### config.mk
export PLATFORM = sky130hd
export DESIGN_NAME = ctl_bram_arbiter_flat
export DESIGN_NICKNAME = d
export VERILOG_FILES = /design/src/rtl/ctl_bram_arbiter_if.sv /design/src/rtl/ctl_bram_arbiter.sv /design/src/flat_wrapper.sv
export SDC_FILE = /design/constraint.sdc
export NUM_CORES = 1
export LEC_CHECK = 0
export CORE_MARGIN = 2
export CORE_UTILIZATION = 37
export CTS_CLUSTER_DIAMETER = 50
export CTS_CLUSTER_SIZE = 30
export DETAILED_ROUTE_END_ITERATION = 7
export HOLD_SLACK_MARGIN = 0.05
export PLACE_DENSITY = 0.81
export SYNTH_ARGS = -nofsm -noshare
export SYNTH_HDL_FRONTEND = slang
export SYNTH_SLANG_ARGS = --single-unit
export TNS_END_PERCENT = 10
### constraint.sdc
create_clock -name clk_i -period 2.5 [get_ports clk_i]
set_clock_uncertainty 0.05 [all_clocks]
set_input_delay 0.5 -clock clk_i [delete_from_list [all_inputs] [get_ports clk_i]]
set_output_delay 0.5 -clock clk_i [all_outputs]
set_load 0.02 [all_outputs]
### src/rtl/ctl_bram_arbiter_if.sv
// ctl_bram_arbiter_if: requester handshake, read-return and BRAM port B
// signals for ctl_bram_arbiter. The arbiter uses the slave modport; the
// requester/BRAM side uses the master modport.
interface ctl_bram_arbiter_if #(
    parameter int N_REQ      = 4,
    parameter int ADDR_WIDTH = 9,
    parameter int DATA_WIDTH = 16
);
    // Requester handshake
    logic [N_REQ-1:0]      req_valid;
    logic [N_REQ-1:0]      req_ready;
    logic [N_REQ-1:0]      req_we;
    logic [N_REQ-1:0]      req_lock;
    logic [ADDR_WIDTH-1:0] req_addr [N_REQ];
    logic [DATA_WIDTH-1:0] req_din  [N_REQ];

    // Read return
    logic [N_REQ-1:0]      rsp_valid;
    logic [DATA_WIDTH-1:0] rsp_data;

    // BRAM port B
    logic                  bram_we;
    logic [ADDR_WIDTH-1:0] bram_addr;
    logic [DATA_WIDTH-1:0] bram_din;
    logic [DATA_WIDTH-1:0] bram_dout;

    modport slave (
        input  req_valid, req_we, req_lock, req_addr, req_din, bram_dout,
        output req_ready, rsp_valid, rsp_data, bram_we, bram_addr, bram_din
    );

    modport master (
        output req_valid, req_we, req_lock, req_addr, req_din, bram_dout,
        input  req_ready, rsp_valid, rsp_data, bram_we, bram_addr, bram_din
    );
endinterface

### src/rtl/ctl_bram_arbiter.sv
// ctl_bram_arbiter: shares controller BRAM port B between N_REQ requesters.
// One transfer per cycle, registered BRAM port, in-order read return with
// fixed latency, and a lock that lets one requester own the port for a burst.
// Build option: define CTL_ARB_ROUND_ROBIN_EN for round-robin arbitration;
// otherwise fixed priority with index 0 highest (no pointer register).
module ctl_bram_arbiter #(
    parameter int N_REQ        = 4,
    parameter int ADDR_WIDTH   = 9,
    parameter int DATA_WIDTH   = 16,
    parameter int READ_LATENCY = 2
) (
    input  logic              clk_i,
    input  logic              rst_n_i,
    ctl_bram_arbiter_if.slave bus
);
    localparam int IDW = $clog2(N_REQ);

    typedef enum logic {ST_OPEN, ST_LOCKED} state_t;

    state_t                state_q, state_d;
    logic [IDW-1:0]        owner_q, owner_d;
`ifdef CTL_ARB_ROUND_ROBIN_EN
    logic [IDW-1:0]        ptr_q, ptr_d;
    logic [IDW-1:0]        cand;
`endif

    logic [N_REQ-1:0]      grant;
    logic [IDW-1:0]        win_idx;
    logic                  found;
    logic                  xfer;
    logic                  rd_in;

    logic                  bram_we_q;
    logic [ADDR_WIDTH-1:0] bram_addr_q;
    logic [DATA_WIDTH-1:0] bram_din_q;

    // Delay line: stage j holds the transfer issued j edges ago.
    logic [READ_LATENCY:0] vld_pipe_q;
    logic [IDW-1:0]        id_pipe_q [READ_LATENCY+1];

    logic [N_REQ-1:0]      rsp_valid_q;
    logic [DATA_WIDTH-1:0] rsp_data_q;

    // Winner select: owner only while locked, else policy search; no grant in reset.
    always_comb begin
        grant   = '0;
        win_idx = '0;
        found   = 1'b0;
`ifdef CTL_ARB_ROUND_ROBIN_EN
        cand    = '0;
`endif
        if (rst_n_i) begin
            if (state_q == ST_LOCKED) begin
                // Owner keeps the port even while idle; others must wait.
                found   = bus.req_valid[owner_q];
                win_idx = owner_q;
            end else begin
`ifdef CTL_ARB_ROUND_ROBIN_EN
                // Walk from farthest to nearest so the first valid at/after ptr wins.
                for (int k = N_REQ - 1; k >= 0; k--) begin
                    cand = IDW'((int'(ptr_q) + k) % N_REQ);
                    if (bus.req_valid[cand]) begin
                        found   = 1'b1;
                        win_idx = cand;
                    end
                end
`else
                // Descending walk leaves the lowest valid index as winner.
                for (int k = N_REQ - 1; k >= 0; k--) begin
                    if (bus.req_valid[k]) begin
                        found   = 1'b1;
                        win_idx = IDW'(k);
                    end
                end
`endif
            end
            if (found) grant[win_idx] = 1'b1;
        end
    end

    assign xfer  = found;
    assign rd_in = xfer & ~bus.req_we[win_idx];

    // Lock state / owner next-state; only a transfer can change them.
    always_comb begin
        state_d = state_q;
        owner_d = owner_q;
        if (xfer) begin
            if (bus.req_lock[win_idx]) begin
                state_d = ST_LOCKED;
                owner_d = win_idx;
            end else begin
                state_d = ST_OPEN;
            end
        end
    end

`ifdef CTL_ARB_ROUND_ROBIN_EN
    // Pointer moves to last winner + 1 (mod N_REQ) on each transfer.
    always_comb begin
        ptr_d = ptr_q;
        if (xfer) ptr_d = (win_idx == IDW'(N_REQ - 1)) ? '0 : win_idx + 1'b1;
    end

    // Round-robin pointer register.
    always_ff @(posedge clk_i or negedge rst_n_i) begin
        if (!rst_n_i) ptr_q <= '0;
        else          ptr_q <= ptr_d;
    end
`endif

    // Lock state register.
    always_ff @(posedge clk_i or negedge rst_n_i) begin
        if (!rst_n_i) begin
            state_q <= ST_OPEN;
            owner_q <= '0;
        end else begin
            state_q <= state_d;
            owner_q <= owner_d;
        end
    end

    // Registered BRAM port: WE pulses per write, address/data hold when idle.
    always_ff @(posedge clk_i or negedge rst_n_i) begin
        if (!rst_n_i) begin
            bram_we_q   <= 1'b0;
            bram_addr_q <= '0;
            bram_din_q  <= '0;
        end else begin
            bram_we_q <= xfer & bus.req_we[win_idx];
            if (xfer) begin
                bram_addr_q <= bus.req_addr[win_idx];
                bram_din_q  <= bus.req_din[win_idx];
            end
        end
    end

    // Return delay line; writes travel as bubbles so ordering is preserved.
    always_ff @(posedge clk_i or negedge rst_n_i) begin
        if (!rst_n_i) begin
            vld_pipe_q <= '0;
            for (int j = 0; j <= READ_LATENCY; j++) id_pipe_q[j] <= '0;
        end else begin
            vld_pipe_q   <= {vld_pipe_q[READ_LATENCY-1:0], rd_in};
            id_pipe_q[0] <= win_idx;
            for (int j = 1; j <= READ_LATENCY; j++) id_pipe_q[j] <= id_pipe_q[j-1];
        end
    end

    // Capture BRAM data at the line output and strobe the issuing requester.
    always_ff @(posedge clk_i or negedge rst_n_i) begin
        if (!rst_n_i) begin
            rsp_valid_q <= '0;
            rsp_data_q  <= '0;
        end else begin
            rsp_valid_q <= '0;
            if (vld_pipe_q[READ_LATENCY]) begin
                rsp_valid_q[id_pipe_q[READ_LATENCY]] <= 1'b1;
                rsp_data_q                           <= bus.bram_dout;
            end
        end
    end

    assign bus.req_ready = grant;
    assign bus.bram_we   = bram_we_q;
    assign bus.bram_addr = bram_addr_q;
    assign bus.bram_din  = bram_din_q;
    assign bus.rsp_valid = rsp_valid_q;
    assign bus.rsp_data  = rsp_data_q;
endmodule

### src/flat_wrapper.sv
// flat-port wrapper written by rule: the top's interface ports become plain ports
module ctl_bram_arbiter_flat 
#(
    parameter int N_REQ        = 4,
    parameter int ADDR_WIDTH   = 9,
    parameter int DATA_WIDTH   = 16,
    parameter int READ_LATENCY = 2
)
  (clk_i, rst_n_i, bus_req_valid, bus_req_we, bus_req_lock, bus_req_addr, bus_req_din, bus_bram_dout, bus_req_ready, bus_rsp_valid, bus_rsp_data, bus_bram_we, bus_bram_addr, bus_bram_din);
  ctl_bram_arbiter_if #(.N_REQ(N_REQ), .ADDR_WIDTH(ADDR_WIDTH), .DATA_WIDTH(DATA_WIDTH)) bus_i ();
  input  logic clk_i;
  input  logic rst_n_i;
  input wire logic [$bits(bus_i.req_valid)-1:0] bus_req_valid;
  input wire logic [$bits(bus_i.req_we)-1:0] bus_req_we;
  input wire logic [$bits(bus_i.req_lock)-1:0] bus_req_lock;
  input wire logic [$bits(bus_i.req_addr)-1:0] bus_req_addr;
  input wire logic [$bits(bus_i.req_din)-1:0] bus_req_din;
  input wire logic [$bits(bus_i.bram_dout)-1:0] bus_bram_dout;
  output wire logic [$bits(bus_i.req_ready)-1:0] bus_req_ready;
  output wire logic [$bits(bus_i.rsp_valid)-1:0] bus_rsp_valid;
  output wire logic [$bits(bus_i.rsp_data)-1:0] bus_rsp_data;
  output wire logic [$bits(bus_i.bram_we)-1:0] bus_bram_we;
  output wire logic [$bits(bus_i.bram_addr)-1:0] bus_bram_addr;
  output wire logic [$bits(bus_i.bram_din)-1:0] bus_bram_din;
  assign bus_i.req_valid = bus_req_valid;
  assign bus_i.req_we = bus_req_we;
  assign bus_i.req_lock = bus_req_lock;
  assign bus_i.req_addr = {>>{bus_req_addr}};
  assign bus_i.req_din = {>>{bus_req_din}};
  assign bus_i.bram_dout = bus_bram_dout;
  assign bus_req_ready = bus_i.req_ready;
  assign bus_rsp_valid = bus_i.rsp_valid;
  assign bus_rsp_data = bus_i.rsp_data;
  assign bus_bram_we = bus_i.bram_we;
  assign bus_bram_addr = bus_i.bram_addr;
  assign bus_bram_din = bus_i.bram_din;
  ctl_bram_arbiter #(.N_REQ(N_REQ), .ADDR_WIDTH(ADDR_WIDTH), .DATA_WIDTH(DATA_WIDTH), .READ_LATENCY(READ_LATENCY)) u_core (.clk_i(clk_i), .rst_n_i(rst_n_i), .bus(bus_i));
endmodule
==> Word-level counts from Yosys, hierarchy flattened <==
Index checks and enable logic that the tools add are counted.
{ "totals": {"regBits": 58, "latchBits": 0, "mem_bits_rw": 0, "romBits": 0, "in_bits": 130, "memories": 0} }
{ "classes": {"add_sub_neg": 0, "mul": 0, "n_div": 0, "n_lt_le_gt_ge": 7, "n_eq_ne": 0, "shifts": 0, "muxes": 34, "bitwise": 4, "n_reduce_logical": 3} }
{ "op_table": {"columns": ["operator", "count"], "rows": [
  ["16-bit binary-select mux with 2-bit select", 1],
  ["16-bit two-way mux", 2],
  ["9-bit binary-select mux with 2-bit select", 1],
  ["9-bit two-way mux", 2],
  ["2-bit two-way mux", 7],
  ["1-bit two-way mux", 13],
  ["2-bit by 3-bit less-than comparator with 1-bit output, second input constant", 4],
  ["4-bit two-way mux", 3],
  ["1-bit binary-select mux with 2-bit select", 3],
  ["1-bit demux with 2-bit select", 2],
  ["2-bit by 1-bit >= comparator with 1-bit output, second input constant", 2],
  ["3-bit >= comparator, second input constant", 1],
  ["2-bit inverter with 3-bit output", 1],
  ["1-bit bitwise AND", 2],
  ["1-bit logical AND", 2],
  ["2-bit AND reduction", 1],
  ["1-bit inverter", 1]
]} }

==> Longest topological paths before layout <==
{ "depth": {"depth_word": 12, "ltp_mapped": 7, "mapped_depth_nobuf": 5} }

==> Worst setup path after synthesis <==
OpenSTA, ideal clock, no wires.
{ "synth_timing": {"kind": "input to output", "start": "in bus_req_valid[2]", "end": "out bus_req_ready[3]", "arrival_ns": 1.642, "slack_ns": 0.308, "cell_stages": 5, "cell_sequence": "nand2b_1 > a211oi_4 > buf_2 > nand2_1 > nor2_1"} }
{ "synth_between": {"elab_chain_cells": 11} }
{ "synth_lines": {"columns": ["item", "line", "rtl"], "rows": [
  ["start, declared", "flat_wrapper.sv:13", "input wire logic [$bits(bus_i.req_valid)-1:0] bus_req_valid;"],
  ["2-bit two-way mux (3 in a row)", "ctl_bram_arbiter.sv:70", "if (bus.req_valid[k]) begin"],
  ["2-bit two-way mux", "ctl_bram_arbiter.sv:53", "if (state_q == ST_LOCKED) begin"],
  ["2-bit two-way mux", "ctl_bram_arbiter.sv:52", "if (rst_n_i) begin"],
  ["2-bit by 3-bit less-than comparator with 1-bit output (implied by the code) / 2-bit by 1-bit >= comparator with 1-bit output (equally long branches)", "ctl_bram_arbiter.sv:77", "if (found) grant[win_idx] = 1'b1;"],
  ["1-bit logical AND (implied by the code)", "ctl_bram_arbiter.sv:77", null],
  ["1-bit two-way mux (implied by the code)", "ctl_bram_arbiter.sv:77", null],
  ["1-bit demux with 2-bit select", null, null],
  ["4-bit two-way mux (*)", "ctl_bram_arbiter.sv:77", null],
  ["4-bit two-way mux (*)", "ctl_bram_arbiter.sv:52", null],
  ["end, declared", "flat_wrapper.sv:19", "output wire logic [$bits(bus_i.req_ready)-1:0] bus_req_ready;"]
]} }
Every way passes the cells marked *; elsewhere a longest branch is shown, timed or not. The select of a mux whose other input is x is not followed.

==> Worst setup path after layout <==
{ "layout_timing": {"start": "reg u_core.owner_q[0]", "end": "out bus_req_ready[1]"} }
{ "layout_between": {"elab_chain_cells": 8} }
{ "layout_lines": {"columns": ["item", "line", "rtl"], "rows": [
  ["start, declared", "ctl_bram_arbiter.sv:21", "logic [IDW-1:0] owner_q, owner_d;"],
  ["start signal, assigned", "ctl_bram_arbiter.sv:119", "owner_q <= owner_d;"],
  ["2-bit two-way mux", "ctl_bram_arbiter.sv:53", null],
  ["2-bit two-way mux", "ctl_bram_arbiter.sv:52", null],
  ["2-bit by 3-bit less-than comparator with 1-bit output (implied by the code) / 2-bit by 1-bit >= comparator with 1-bit output (equally long branches)", "ctl_bram_arbiter.sv:77", null],
  ["1-bit logical AND (implied by the code)", "ctl_bram_arbiter.sv:77", null],
  ["1-bit two-way mux (implied by the code)", "ctl_bram_arbiter.sv:77", null],
  ["1-bit demux with 2-bit select", null, null],
  ["4-bit two-way mux (*)", "ctl_bram_arbiter.sv:77", null],
  ["4-bit two-way mux (*)", "ctl_bram_arbiter.sv:52", null]
]} }
Marks and branches as above.

==> summary.txt <==
Cells and area
  • Post-Layout Inst Area: 0.005095 mm2
  • Share of cells above drive strength 1: 22.45%
  • ANT cells: 0
  • Final nets: 566
  • Area Growth Syn to Fin: 79.78%

Setup path
  • Critical-path cell list: mux4_2, o221a_4, and3_4, buf_4
  • Reg2Reg Launch Point: u_core.state_q$_DFFE_PN0P_
  • Crit Path Class: reg -> out
  • R2r setup slk: 140 ps
  • CP required: 1950 ps
  • Type of origin of the critical path: register
  • CP peak stage delay: 530 ps
  • Max Fanout on Critical Path: 5
  • R2R cell count: 7
  • Top delay family on crit path: multiplexers
  • WP buf/inv: 1
  • Worst R2R End: u_core.bus.bram_din[3]$_DFFE_PN0P_
  • CP arrival: 1870 ps
  • Critical Path Slowest Stage Cell: mux4_2
  • Crit. End Element: output pin

Drt
  • Vias per std cell: 5.172
  • Detailed-route wire length: 9290 um
  • Starting DRT DRC Count: 156
  • WL/cell: 17.20 um
  • Vias: 2793
  • TritonRoute pass-1 iters: 8
  • Routed Antenna Nets: 0
  • Residual DRC: 0

Synth
  • Top cells by area, synth: dfrtp_1, mux2_2, a222oi_1
  • Mapped Cells: 239
  • Mapped Area: 0.002834 mm2
  • Leading area contributor after synthesis: dfrtp_1
  • Yosys reg bits: 58
  • Post-synth ARST share: 100.0%
  • Most used DFF post-synth: dfrtp_1
  • Net count after synthesis: 369
  • Synthesized area per cell: 11.86 um2
  • Yosys top cell area share: 51.21%
  • Synth warn: 0
  • Synth cell types: 35
  • Post-synth EDFFs: 0
  • Sequential share of the synthesized area: 51.21%
  • Count leader, synth: dfrtp_1
  • Post-synth top cells: dfrtp_1, mux2_2, nor2_1

Timing
  • WHS: 177.0 ps
  • Worst relative slew slack: 49.73%
  • Final setup violation count: 0
  • Max Fclk: 413.8 MHz
  • Tcrit/Tclk final: 96.65%
  • Worst Max-Slew Pin Slew: 754.1 ps
  • Max-slew violation count: 0
  • Setup TNS: 0 ps
  • RSZ-0062 raised after global routing: false
  • Tmin final: 2416 ps
  • Hold Fails Final Rpt: 0

Outcome
  • Status: finished clean

Place
  • # port buffers: 179
  • DPL Wire Length: 6884 um
  • GPL Wtd Cong: 0.8041
  • DP Area: 0.004826 mm2

Floorplan
  • Core area: 0.007331 mm2
  • Top Ports: 180
  • DIE AREA: 0.008375 mm2
  • Die Ht: 91.52 um
  • Row count: 31
  • Die width: 91.52 um
  • Initial core utilization: 38.66%

Global routing
  • Initial antenna violation count: 0
  • First-pass GRT wire length: 14390 um
  • Vias in the first global route: 3021
  • Pin count of the biggest net entering global routing: 36
  • Total GRT Usage: 22.20%
  • GR Overflow Total: 0

Clocking
  • Clock slew at reported path FFs: 70 ps
  • Number of buffers created by CTS: 9
  • CTS Sinks: 58
  • CTS tree: yes
  • H-tree Lvls: 3
  • Maximum clock path buffer count: 2
  • Clock latency on the worst-skew pair: 330 ps
  • Root Buffer: clkbuf_8
  • # hold bufs at CTS: 0

Power
  • Tot Pwr: 6.001 mW
  • Peak VDD IR: 0.4740 mV
  • Comb power frac: 56.2%
  • Switch Pwr: 2.252 mW
  • Sw frac: 37.53%
  • Leakage: 2.098 nW
  • Clock power frac: 17.0%
  • Sequential power share: 26.8%
  • P_int: 3.749 mW
  • Power Density: 1178 mW/mm2

Run
  • Maxcap violations: 0

Hold path
  • Worst hold path class: in -> async
==> what timing repair did <==
action | CTS | global route
setup endpoints to repair | 13 | 32
gates resized for setup | 24 | 7
buffers inserted | 0 | 2
pin swaps | 3 | 3
cloned | 1 | 0
==> cells by family (layout without fill, tap and decap cells) <==
logic type	count (synthesis)	after routing	share of synthesized area [%]
buffers and inverters	21	222	3.929
and+or+nand+nor	52	53	8.433
DFF	58	58	51.21
AOI/OAI and AO/OA	61	61	17.57
muxes	47	47	18.85
==> worst max-delay path by stage <==
| stage | start | endpoint | depth (start not counted) |
|---|---|---|---|
| floorplan | bus_req_valid[2] | bus_req_ready[3] | 5 |
| global placement | bus_req_valid[2] | bus_req_ready[0] | 6 |
| detailed placement | bus_req_valid[1] | bus_req_ready[0] | 6 |
| CTS | bus_req_valid[3] | bus_req_ready[1] | 5 |
| global route | u_core.owner_q[0]$_DFFE_PN0P_ | bus_req_ready[1] | 4 |
| finish | u_core.owner_q[0]$_DFFE_PN0P_ | bus_req_ready[1] | 4 |
==> flip-flops by register name, indices dropped and copies added (netlist names) <==
register,count
u_core.bus.rsp_data,16
u_core.bus.bram_addr,9
u_core.bus.bram_we,1
u_core.id_pipe_q,6
u_core.bus.rsp_valid,4
u_core.vld_pipe_q,3
u_core.state_q,1
u_core.owner_q,2
u_core.bus.bram_din,16
==> layer usage <==
layer / up-vias / track usage, % / part of all wire (%)
met5: - / 0 / 0
met4: 0 / 7.702 / 1.5
met2: 143 / 40.69 / 52
li1: 1307 / - / -
met1: 1327 / 24.28 / 37
met3: 16 / 6.307 / 8.9
==> power groups by stage <==
stage               clock network, mW  registers [mW]  logic (mW)
finish                           1.02            1.61        3.37
detailed placement                  0            1.63        3.32
floorplan                           0            2.00        1.50
global placement                    0            1.60        3.24
CTS                              1.05            1.61        3.35
global route                     1.09            1.67        3.59
==> layout make-up <==
class / instances / area, um2
clock buffers: 10 / 127.6
clock inverters: 6 / 105.1
flip-flops and latches: 58 / 1451
fillers: 518 / 2236
well taps: 99 / 123.9
repair buffers: 203 / 1979
multi-input cells: 161 / 1296
inverters: 3 / 11.26
==> through the flow <==
step,setup slack [ps],instances,util [%]
floorplan,307.6,239,-
global placement,-493.1,521,65.83
detailed placement,-534.6,521,65.83
CTS,-53.93,538,68.99
global route,18.50,540,69.50
finish,83.63,540,69.50
==> layout by cell type, fill, tap and decap left out, types with 2 or more instances in the layout <==
| cell type | count |
|---|---|
| a21oi_1 | 25 |
| a222oi_1 | 25 |
| buf_4 | 25 |
| buf_6 | 2 |
| bufinv_16 | 3 |
| clkbuf_8 | 9 |
| clkdlybuf4s50_1 | 170 |
| clkinv_2 | 3 |
| dfrtp_1 | 58 |
| dlygate4sd2_1 | 2 |
| dlymetal6s2s_1 | 2 |
| inv_1 | 2 |
| mux2_2 | 41 |
| mux2i_1 | 5 |
| nand2_1 | 4 |
| nor2_1 | 33 |
| nor2b_1 | 2 |
| nor3_1 | 3 |
Power figures use the tool's default switching activity.
